--- config.mk ---
export PLATFORM = sky130hd
export DESIGN_NAME = casc_counter_slice
export DESIGN_NICKNAME = d
export VERILOG_FILES = /design/src/rtl/casc_counter_slice.sv
export SDC_FILE = /design/constraint.sdc
export NUM_CORES = 1
export LEC_CHECK = 0
export CAP_MARGIN = 5
export CORE_AREA = 10 10 47 49
export CTS_CLUSTER_SIZE = 28
export DETAILED_ROUTE_END_ITERATION = 8
export DIE_AREA = 0 0 57 59
export PLACE_DENSITY_LB_ADDON = 0.05
export REMOVE_ABC_BUFFERS = 1
export SKIP_LAST_GASP = 1
export SLEW_MARGIN = 15
export SYNTH_ARGS = -nofsm -noshare
export SYNTH_HDL_FRONTEND = slang
export SYNTH_SLANG_ARGS = --single-unit
--- constraint.sdc ---
create_clock -name clk_pad -period 2.1 [get_ports clk_pad]
set_input_delay 0.21 -clock clk_pad [delete_from_list [all_inputs] [get_ports clk_pad]]
set_output_delay 0.21 -clock clk_pad [all_outputs]
set_load 0.01 [all_outputs]
--- src/rtl/casc_counter_slice.sv ---
// Cascadable up/down counter slice. It has a synchronous parallel load, a
// programmable modulus, a combinational terminal-count output for chaining
// slices, and a sticky flag that records every wrap.
module casc_counter_slice #(
    parameter int unsigned     WIDTH   = 4,
    parameter longint unsigned MOD     = 64'd1 << WIDTH,
    parameter bit              CASCADE = 1'b1
) (
    input  logic             clk_pad,
    input  logic             rst_pad,
    input  logic             en_pad,
    input  logic             ld_pad,
    input  logic [WIDTH-1:0] d_pad,
    input  logic             cep_pad,
    input  logic             cet_pad,
    input  logic             up_pad,
    input  logic             clr_ovf_pad,
    output logic [WIDTH-1:0] q_pad,
    output logic             tc_pad,
    output logic             ovf_pad
);

    // Largest in-range count value. MOD never exceeds 2**WIDTH, so MOD-1 always fits in WIDTH bits.
    localparam logic [WIDTH-1:0] MAX_VAL = WIDTH'(MOD - 64'd1);

    logic [WIDTH-1:0] count_q;
    logic [WIDTH-1:0] count_d;
    logic             ovf_q;
    logic             ovf_d;

    logic             countEn;
    logic             upWrap;
    logic             downWrap;
    logic             wrapTaken;
    logic [WIDTH-1:0] stepUp;
    logic [WIDTH-1:0] stepDown;
    logic [WIDTH-1:0] termValue;
    logic             atTerm;

    // Candidate next values for both directions, and the wrap conditions that select them
    always_comb begin
        countEn  = en_pad & ~ld_pad & cep_pad & cet_pad;
        upWrap   = (count_q >= MAX_VAL);
        downWrap = (count_q == '0);
        stepUp   = upWrap   ? '0      : count_q + WIDTH'(1);
        stepDown = downWrap ? MAX_VAL : count_q - WIDTH'(1);
    end

    // Next-state selection: a disabled slice holds, then load, then count; a wrap sets the sticky flag ahead of a clear
    always_comb begin
        count_d   = count_q;
        ovf_d     = ovf_q;
        wrapTaken = 1'b0;
        if (en_pad && ld_pad) begin
            count_d = d_pad;
        end else if (countEn) begin
            if (up_pad) begin
                count_d   = stepUp;
                wrapTaken = upWrap;
            end else begin
                count_d   = stepDown;
                wrapTaken = downWrap;
            end
        end
        if (wrapTaken) begin
            ovf_d = 1'b1;
        end else if (clr_ovf_pad) begin
            ovf_d = 1'b0;
        end
    end

    // State registers with synchronous reset overriding every other input
    always_ff @(posedge clk_pad) begin
        if (rst_pad) begin
            count_q <= '0;
            ovf_q   <= 1'b0;
        end else begin
            count_q <= count_d;
            ovf_q   <= ovf_d;
        end
    end

    // The terminal value depends on the current direction. It only looks at the registered count, so there is no path from d_pad.
    always_comb begin
        termValue = up_pad ? MAX_VAL : '0;
        atTerm    = (count_q == termValue);
    end

    generate
        if (CASCADE) begin : gTcGated
            assign tc_pad = cet_pad & atTerm;
        end else begin : gTcUngated
            assign tc_pad = atTerm;
        end
    endgenerate

    assign q_pad   = count_q;
    assign ovf_pad = ovf_q;

endmodule

# Word level (Yosys, flattened, before mapping)
# Index checks and enable logic that the tools add are counted.
dict set report op_classes {
  reduce_logical 4
  n_lt_le_gt_ge 1
  div_mod_pow 0
  add_sub_neg 2
  n_mul 0
  n_eq_ne 1
  muxes 11
  shift 0
  bitwise_logic 5
}
# operator n
set op_table {}
lappend op_table {{4-bit two-way mux} 6}
lappend op_table {{1-bit two-way mux} 5}
lappend op_table {{4-bit by 1-bit adder with 4-bit output (second input constant)} 1}
lappend op_table {{1-bit bitwise AND} 4}
lappend op_table {{4-bit equality test} 1}
lappend op_table {{4-bit >= comparator (second input constant)} 1}
lappend op_table {{4-bit logical NOT} 1}
lappend op_table {{2-bit nonzero test} 2}
lappend op_table {{4-bit by 1-bit subtractor with 4-bit output (second input constant)} 1}
lappend op_table {{1-bit logical AND} 1}
lappend op_table {{1-bit inverter} 1}
dict set report totals {
  output_inout_bits 6
  mem_bits_rw 0
  register_bits 5
  elab_cells 26
  mem_count 0
  latchBits 0
  in_bits 12
  romBits 0
}

# Depth between registers and ports, before layout
# Gate-level depths: netlist (run 1).
dict set report depth {
  ltp_word 7
  ltp_mapped 7
  depth_no_buf 6
}

# Least setup slack after synthesis (run 1)
# OpenSTA, ideal clock, no wires.
dict set report synth_path {
  kind {reg2reg}
  start {register count_q[0] (netlist: q_pad[0])}
  end {register count_q[3] (netlist: q_pad[3])}
  n_path_buf 1
  required_time_ps 1997
  setup_slack_ps 482
  period_less_slack_ps 1618
  stages_incl_launch_ff 8
  arrival_ps 1515
  setup_ps 103
  cell_sequence {dfxtp_1 > buf_4 > inv_1 > ha_1 > o21bai_2 > a21oi_1 > o311a_1 > a2111oi_2}
}
dict set report synth_via {
  elab_chain_len 5
  word_cells_on_any_way 9
  classes_between {add/sub (2); order compare (1); mux (5); reduce/logical (1)}
}
# element line_no
set synth_rtl {}
lappend synth_rtl {{from (decl)} 26} ;# logic [WIDTH-1:0] count_q;
lappend synth_rtl {{from (signal assigned)} 78} ;# count_q <= count_d;
lappend synth_rtl {{4-bit by 1-bit subtractor with 4-bit output (tied with other cells)} 46} ;# stepDown = downWrap ? MAX_VAL : count_q - WIDTH'(1);
lappend synth_rtl {{4-bit two-way mux (on tied branches)} {46, 45}}
lappend synth_rtl {{4-bit two-way mux *} 57} ;# if (up_pad) begin
lappend synth_rtl {{4-bit two-way mux *} 56} ;# end else if (countEn) begin
lappend synth_rtl {{4-bit two-way mux *} 54} ;# if (en_pad && ld_pad) begin
# Mark *: on every way between the ends. The rest lies on a longest branch, timed or not. The select of a mux whose other input is x is not followed.
# A chain may end at the register's enable or synchronous reset.

# Worst setup path after layout (run 1)
dict set report layout_path {
  start {register count_q[3] (netlist: q_pad[3])}
  end {output port tc_pad}
}
dict set report layout_via {
  elab_chain_len 2
}
# element line_no
set layout_rtl {}
lappend layout_rtl {{4-bit equality test} 86} ;# atTerm = (count_q == termValue);
lappend layout_rtl {{1-bit bitwise AND} 91} ;# assign tc_pad = cet_pad & atTerm;
lappend layout_rtl {{to (decl)} 19} ;# output logic tc_pad,
# Every way passes these cells.

==> results_dict.tcl, run 1 <==
set metrics [dict create \
    status "finished clean" \
    worst_pin_slew_ns 0.4327 \
    grt_pass1_wl_um 2097 \
    r2r_cells 6 \
    die-area_sq_um 3363 \
    synth-edff-count 0 \
    crit_path_end "tc_pad" \
    antenna_cells 0 \
    worstSkewPairLatency_ns 0.24 \
    cts-root-buf "clkbuf_4" \
    r2r-start "q_pad[0]$_SDFFE_PP0P_" \
    critPathKind "reg -> out" \
    setup_viol 0 \
    route.final.wire_length_um 1227 \
    period_share_pct 86.07 \
    n_fill_cell 151 \
    relSlewSlack_pct 71.11 \
    placed_cell_area_sq_um 605.6 \
    globalRouteOverflowTotal 0 \
    synth_area_sq_um 437.9 \
    synthMuxAreaShare_pct 2.286 \
    path_buf_inv 1 \
    rsz0062_at_grt "no" \
    wire_per_inst_um 13.79 \
    worstPathCellList "or3_1 > nor3_1 > a31oi_1 > nor2b_1 > dlygate4sd2_1" \
    cp-end-kind "primary output" \
    synthFlopType "dfxtp_1" \
    internal_power_w 0.0002276 \
    fmax_mhz 553.3 \
    area_growth_pct 44.00 \
    core.rowCount 14 \
    synth.area.top_cells "dfxtp_1, a21oi_1, ha_1" \
    cts_hold_buf 0 \
    critPathRequiredTime_ns 1.89 \
    synthAdderAreaFrac_pct 5.714 \
    cp-start-kind "flop" \
    clk_pin_slew_ns 0.04 \
    hpwl_um 999.3 \
    clkPwrFrac_pct 35.0 \
    yosysTopAreaCell "dfxtp_1" \
    synth_common_cells "a21oi_1, dfxtp_1, inv_1, nand3_1, nor2_1" \
    arrival_ns 1.60 \
    numCtsBuffers 3 \
    grt_max_degree 13 \
    cpMaxStageDelayCell "or3_1" \
    clk_path_buf_depth 2 \
    crit_family "simple AND/OR/NAND/NOR gates" \
    start_util_pct 31.25 \
    synthSimpleGateAreaFrac_pct 16.00 \
    ys_types 29 \
    slowest_delay_ns 0.41 \
    crit-reg2reg-capture "q_pad[3]$_SDFFE_PP0P_" \
    hp-class "in -> reg" \
    period_needed_ns 1.807 \
    fp.coreArea_sq_um 1401 \
    yosysWarnings 0 \
    io_buffer_count 17 \
    r2r_slack_ns 0.40 \
    synth-xor-area-share_pct 4.000 \
    post_cts_buffers 0 \
    vias_per_cell 5.303 \
    synth_compound_area_share_pct 36.29 \
    skew_ns 0.001998 \
    io_pins 18 \
    synth-seq-area-share_pct 22.86 \
    fin_nets 88 \
    cp-startpoint "q_pad[3]$_SDFFE_PP0P_" \
    grt_pass1_vias 469 \
    async_flop_share_pct 0 \
    finalInstanceArea_sq_um 630.6 \
    ir_worst_vdd_mv 0.4259 \
    h-tree-depth 1 \
    synth_top_area_share_pct 22.86 \
    p_leak_nw 0.2419 \
    hold_ws_ns 0.5730 \
    powerDensity_nw_per_um2 505.3 \
    hp-start "d_pad[2]" \
    drv_cap 0 \
    syn_inst 54 \
    track_usage_pct 7.523 \
    seq_power_share_pct 34.8 \
    vias 472 \
    antenna_found_initial 0 \
    cp.depth 5 \
    drt_iter0_drc 13 \
    drtAntennaViolNets 0 \
    drc 0 \
    ys_ff_latch 5 \
    drive_above_1_share_pct 10.96 \
    die_x_um 57 \
    syn_area_per_cell_sq_um 8.110 \
    p_switching_w 0.00009104 \
    crit_fanout 7 \
    die_y_um 59 \
    clock_sink_count 5 \
    p_sw_share_pct 28.57 \
    slew_viol_final 0 \
    post_cts_resized 1 \
    yosysMostFrequentCell "a21oi_1" \
    hold_viol 0 \
    drt_pass1_iterations 4 \
    synth_top_family_by_area "compound AO/OA/AOI/OAI gates" \
    place.gp.congestion 0.7010 \
    combPwrFrac_pct 30.2 \
    cts_tree "done" \
    totalNegativeSetupSlack_ns 0 \
]
==> worst register-to-register path, delay by kind of cell, from the launching register on <==
family	cells	cell delay, ns
compound gates	4	0.87
flops	1	0.43
fa+ha+maj	1	0.19
buf+inv	1	0.11
==> stage by stage <==
| stage | util, % | power, W | setup slack, ns | std cells |
|---|---|---|---|---|
| finish | 45.00 | 0.0003187 | 0.2926 | 89 |
| global placement | 43.21 | 0.0002105 | 0.06404 | 85 |
| floorplan | - | 0.0001568 | 0.5285 | 50 |
| CTS | 45.00 | 0.0003243 | 0.2748 | 89 |
| global route | 45.00 | 0.0003390 | 0.1846 | 89 |
| detailed placement | 43.21 | 0.0002095 | 0.05692 | 85 |
==> how the worst min path moves through the flow <==
| stage | slack [ns] | end | cells after the start |
|---|---|---|---|
| after floorplan | 0.28 | q_pad[3]$_SDFFE_PP0P_ | 1 |
| after global placement | 0.59 | ovf_pad$_SDFFE_PP0P_ | 3 |
| after detailed placement | 0.58 | ovf_pad$_SDFFE_PP0P_ | 3 |
| after CTS | 0.57 | q_pad[2]$_SDFFE_PP0P_ | 3 |
| after global routing | 0.58 | q_pad[2]$_SDFFE_PP0P_ | 3 |
| final | 0.57 | q_pad[2]$_SDFFE_PP0P_ | 3 |
==> routing by layer <==
metal  wire [um]  global-route usage, %  up-vias  part of all wire (%)
met5           0                      0        -                     0
met4           0                  1.007        0                     0
met3          96                  4.721        0                   7.8
met2         557                  12.40       20                    45
met1         573                  8.205      211                    47
li1            -                      -      241                     -
==> layout by cell type (no fill, tap or decap), types with 2 or more instances in the layout <==
master           synthesis  layout
dfxtp_1                  5       5
ha_1                     2       2
clkbuf_4                 0       3
nor2b_1                  2       2
inv_1                    5       5
nand3_1                  3       3
buf_4                    2       2
xnor2_1                  2       2
a22oi_1                  2       2
clkdlybuf4s50_1          0      16
a21oi_1                  6       6
nand2_1                  2       2
a31oi_1                  2       2
nor2_1                   3       3
==> power by group through the flow <==
stage / Sequential (W) / Combinational (W) / Clock [W]
after CTS: 0.000110 / 0.0000969 / 0.000117
after global placement: 0.000112 / 0.0000980 / 0
after global routing: 0.000112 / 0.000104 / 0.000122
after detailed placement: 0.000112 / 0.0000973 / 0
after floorplan: 0.000114 / 0.0000430 / 0
final: 0.000111 / 0.0000962 / 0.000112
==> layout make-up <==
| cell class | instances | area (sq um) | area share, % |
|---|---|---|---|
| repair buffers | 19 | 183.9 | 29.17 |
| inverters | 5 | 18.77 | 2.976 |
| multi-input cells | 40 | 281.5 | 44.64 |
| clock buffers | 4 | 26.28 | 4.167 |
| flip-flops and latches | 5 | 100.1 | 15.87 |
| well taps | 16 | 20.02 | 3.175 |
==> state kept, by name (all words and copies together), names as in the netlist <==
name and flops:
ovf_pad 1, q_pad 4
==> logic make-up (layout without fill, tap and decap cells) <==
| family | after synthesis | count (layout) |
|---|---|---|
| compound gates | 21 | 21 |
| simple gates | 14 | 14 |
| mux | 1 | 1 |
| xor+xnor | 2 | 2 |
| buf+inv | 9 | 28 |
| fa+ha+maj | 2 | 2 |
| flops | 5 | 5 |
(Power assumes the default switching activity.)
==> run 2, diff against run 1 <==
--- a/config.mk
+++ b/config.mk
@@ -6,10 +6,10 @@
 export NUM_CORES = 1
 export LEC_CHECK = 0
 export CAP_MARGIN = 5
-export CORE_AREA = 10 10 47 49
+export CORE_AREA = 2 2 39 41
 export CTS_CLUSTER_SIZE = 28
 export DETAILED_ROUTE_END_ITERATION = 8
-export DIE_AREA = 0 0 57 59
+export DIE_AREA = 0 0 41 43
 export PLACE_DENSITY_LB_ADDON = 0.05
 export REMOVE_ABC_BUFFERS = 1
 export SKIP_LAST_GASP = 1
==> run 2 against run 1 <==
  * Sequential cell count did not move
  * Core utilization rose by 0.84 points
  * Maximum frequency rose by 7.4%
  * Global-route usage rose by 6.5 points
  * Cell area rose by 0.60%
  * Highest routed layer unchanged
  * Combinational power fell by 0.6%
==> results_dict.tcl, run 2 (synthesis results as in run 1) <==
set metrics [dict create \
    area_growth_pct 44.86 \
    fp.coreArea_sq_um 1384 \
    grt_pass1_vias 413 \
    io_pins 18 \
    die_x_um 41 \
    cp-end-kind "flop" \
    antenna_cells 0 \
    p_leak_nw 0.2538 \
    antenna_found_initial 0 \
    critPathKind "reg -> reg" \
    track_usage_pct 14.06 \
    core.rowCount 14 \
    arrival_ns 1.82 \
    crit_fanout 12 \
    numCtsBuffers 3 \
    busiest_layer "met2" \
    io_buffer_count 17 \
    globalRouteMet1Util_pct 18.01 \
    hold_end "q_pad[2]$_SDFFE_PP0P_" \
    fin_nets 88 \
    powerDensity_nw_per_um2 503.2 \
    finalInstanceArea_sq_um 634.4 \
    cts-root-buf "clkbuf_4" \
    die-area_sq_um 1763 \
    cts_hold_buf 0 \
    clk_path_buf_depth 2 \
    period_needed_ns 1.682 \
    route.final.wire_length_um 1045 \
    worst_pin_slew_ns 0.4069 \
    start_util_pct 31.65 \
    rsz0062_at_grt "no" \
    wire_per_inst_um 11.74 \
    worstSkewPairLatency_ns 0.24 \
    r2r_cells 6 \
    post_cts_resized 0 \
    vias 458 \
    met3_usage_pct 3.141 \
    ir_worst_vdd_mv 0.2206 \
    fin_util_pct 45.84 \
    hp-class "in -> reg" \
    cts_tree "done" \
    vias_per_cell 5.146 \
    drtAntennaViolNets 0 \
    clock_sink_count 5 \
    slew_viol_final 0 \
    layout_commonest_cell "clkdlybuf4s50_1" \
    fmax_mhz 594.4 \
    use_met2_pct 21.56 \
    largest_reg_flops 4 \
    drc 0 \
    r2r_slack_ns 0.42 \
    cp-start-kind "flop" \
    placed_cell_area_sq_um 605.6 \
    relSlewSlack_pct 72.83 \
    hold_viol 0 \
    drive_above_1_share_pct 10.96 \
    grt_pass1_wl_um 1711 \
    globalRouteOverflowTotal 0 \
    hp-start "d_pad[2]" \
    h-tree-depth 1 \
    totalNegativeSetupSlack_ns 0 \
    drv_cap 0 \
    setup_viol 0 \
    skew_ns 0.002324 \
    hold_depth 3 \
    hpwl_um 821.8 \
    clk_pin_slew_ns 0.05 \
    die_y_um 43 \
    final_cell_mix "clkdlybuf4s50_1, a21oi_1, inv_1, dfxtp_1" \
    status "finished clean" \
    r2r-start "q_pad[0]$_SDFFE_PP0P_" \
    period_share_pct 80.11 \
    drt_iter0_drc 11 \
    place.gp.congestion 0.6592 \
    drt_pass1_iterations 4 \
    post_cts_buffers 0 \
    grt_max_degree 13 \
    critPathRequiredTime_ns 2.24 \
    crit-reg2reg-capture "q_pad[3]$_SDFFE_PP0P_" \
]
[run 2: report_power, final]
group	switching, W	total, W	internal [W]
Clock	0.0000414	0.000113	0.0000720
Sequential	0.00000994	0.000110	0.000100
Combinational	0.0000396	0.0000956	0.0000560
Total	0.0000910	0.000319	0.000228
[run 2: critical path, cell delays in order (launching register included)]
cell and delay [ns]:
dfxtp_1 0.42, inv_1 0.11, ha_1 0.19, o21bai_2 0.13, a21oi_1 0.08, o311a_1 0.34, a2111oi_2 0.32
[run 2: cell type report]
| type | count | area (sq um) |
|---|---|---|
| fillers | 151 | 749.5 |
| multi-input cells | 40 | 281.5 |
| repair buffers | 19 | 187.7 |
| flip-flops and latches | 5 | 100.1 |
| clock buffers | 4 | 26.28 |
| well taps | 16 | 20.02 |
| inverters | 5 | 18.77 |
[run 2: how the worst max path moves through the flow]
stage                     startpoint               endpoint  slack, ns
2_1_floorplan  q_pad[0]$_SDFFE_PP0P_  q_pad[3]$_SDFFE_PP0P_       0.53
3_3_place_gp                  up_pad                 tc_pad       0.07
3_5_place_dp                  up_pad                 tc_pad       0.06
4_1_cts        q_pad[3]$_SDFFE_PP0P_                 tc_pad       0.02
5_1_grt        q_pad[3]$_SDFFE_PP0P_                 tc_pad       0.33
6_report       q_pad[0]$_SDFFE_PP0P_  q_pad[3]$_SDFFE_PP0P_       0.42
[run 2: metrics by stage]
step,hold WS [ns],cells,setup WS (ns),total power (W)
5_1_grt,0.5929,89,0.3259,0.0003366
3_5_place_dp,0.5980,85,0.06340,0.0002082
3_3_place_gp,0.5844,85,0.07283,0.0002101
4_1_cts,0.5605,89,0.01644,0.0003250
2_1_floorplan,0.2789,50,0.5285,0.0001568
6_report,0.5609,89,0.4177,0.0003192
[run 2: layer usage]
layer | part of all wire, % | vias to the layer above
li1 | - | 239
met1 | 47 | 208
met2 | 49 | 11
met3 | 4.5 | 0
met4 | 0 | 0
met5 | 0 | -
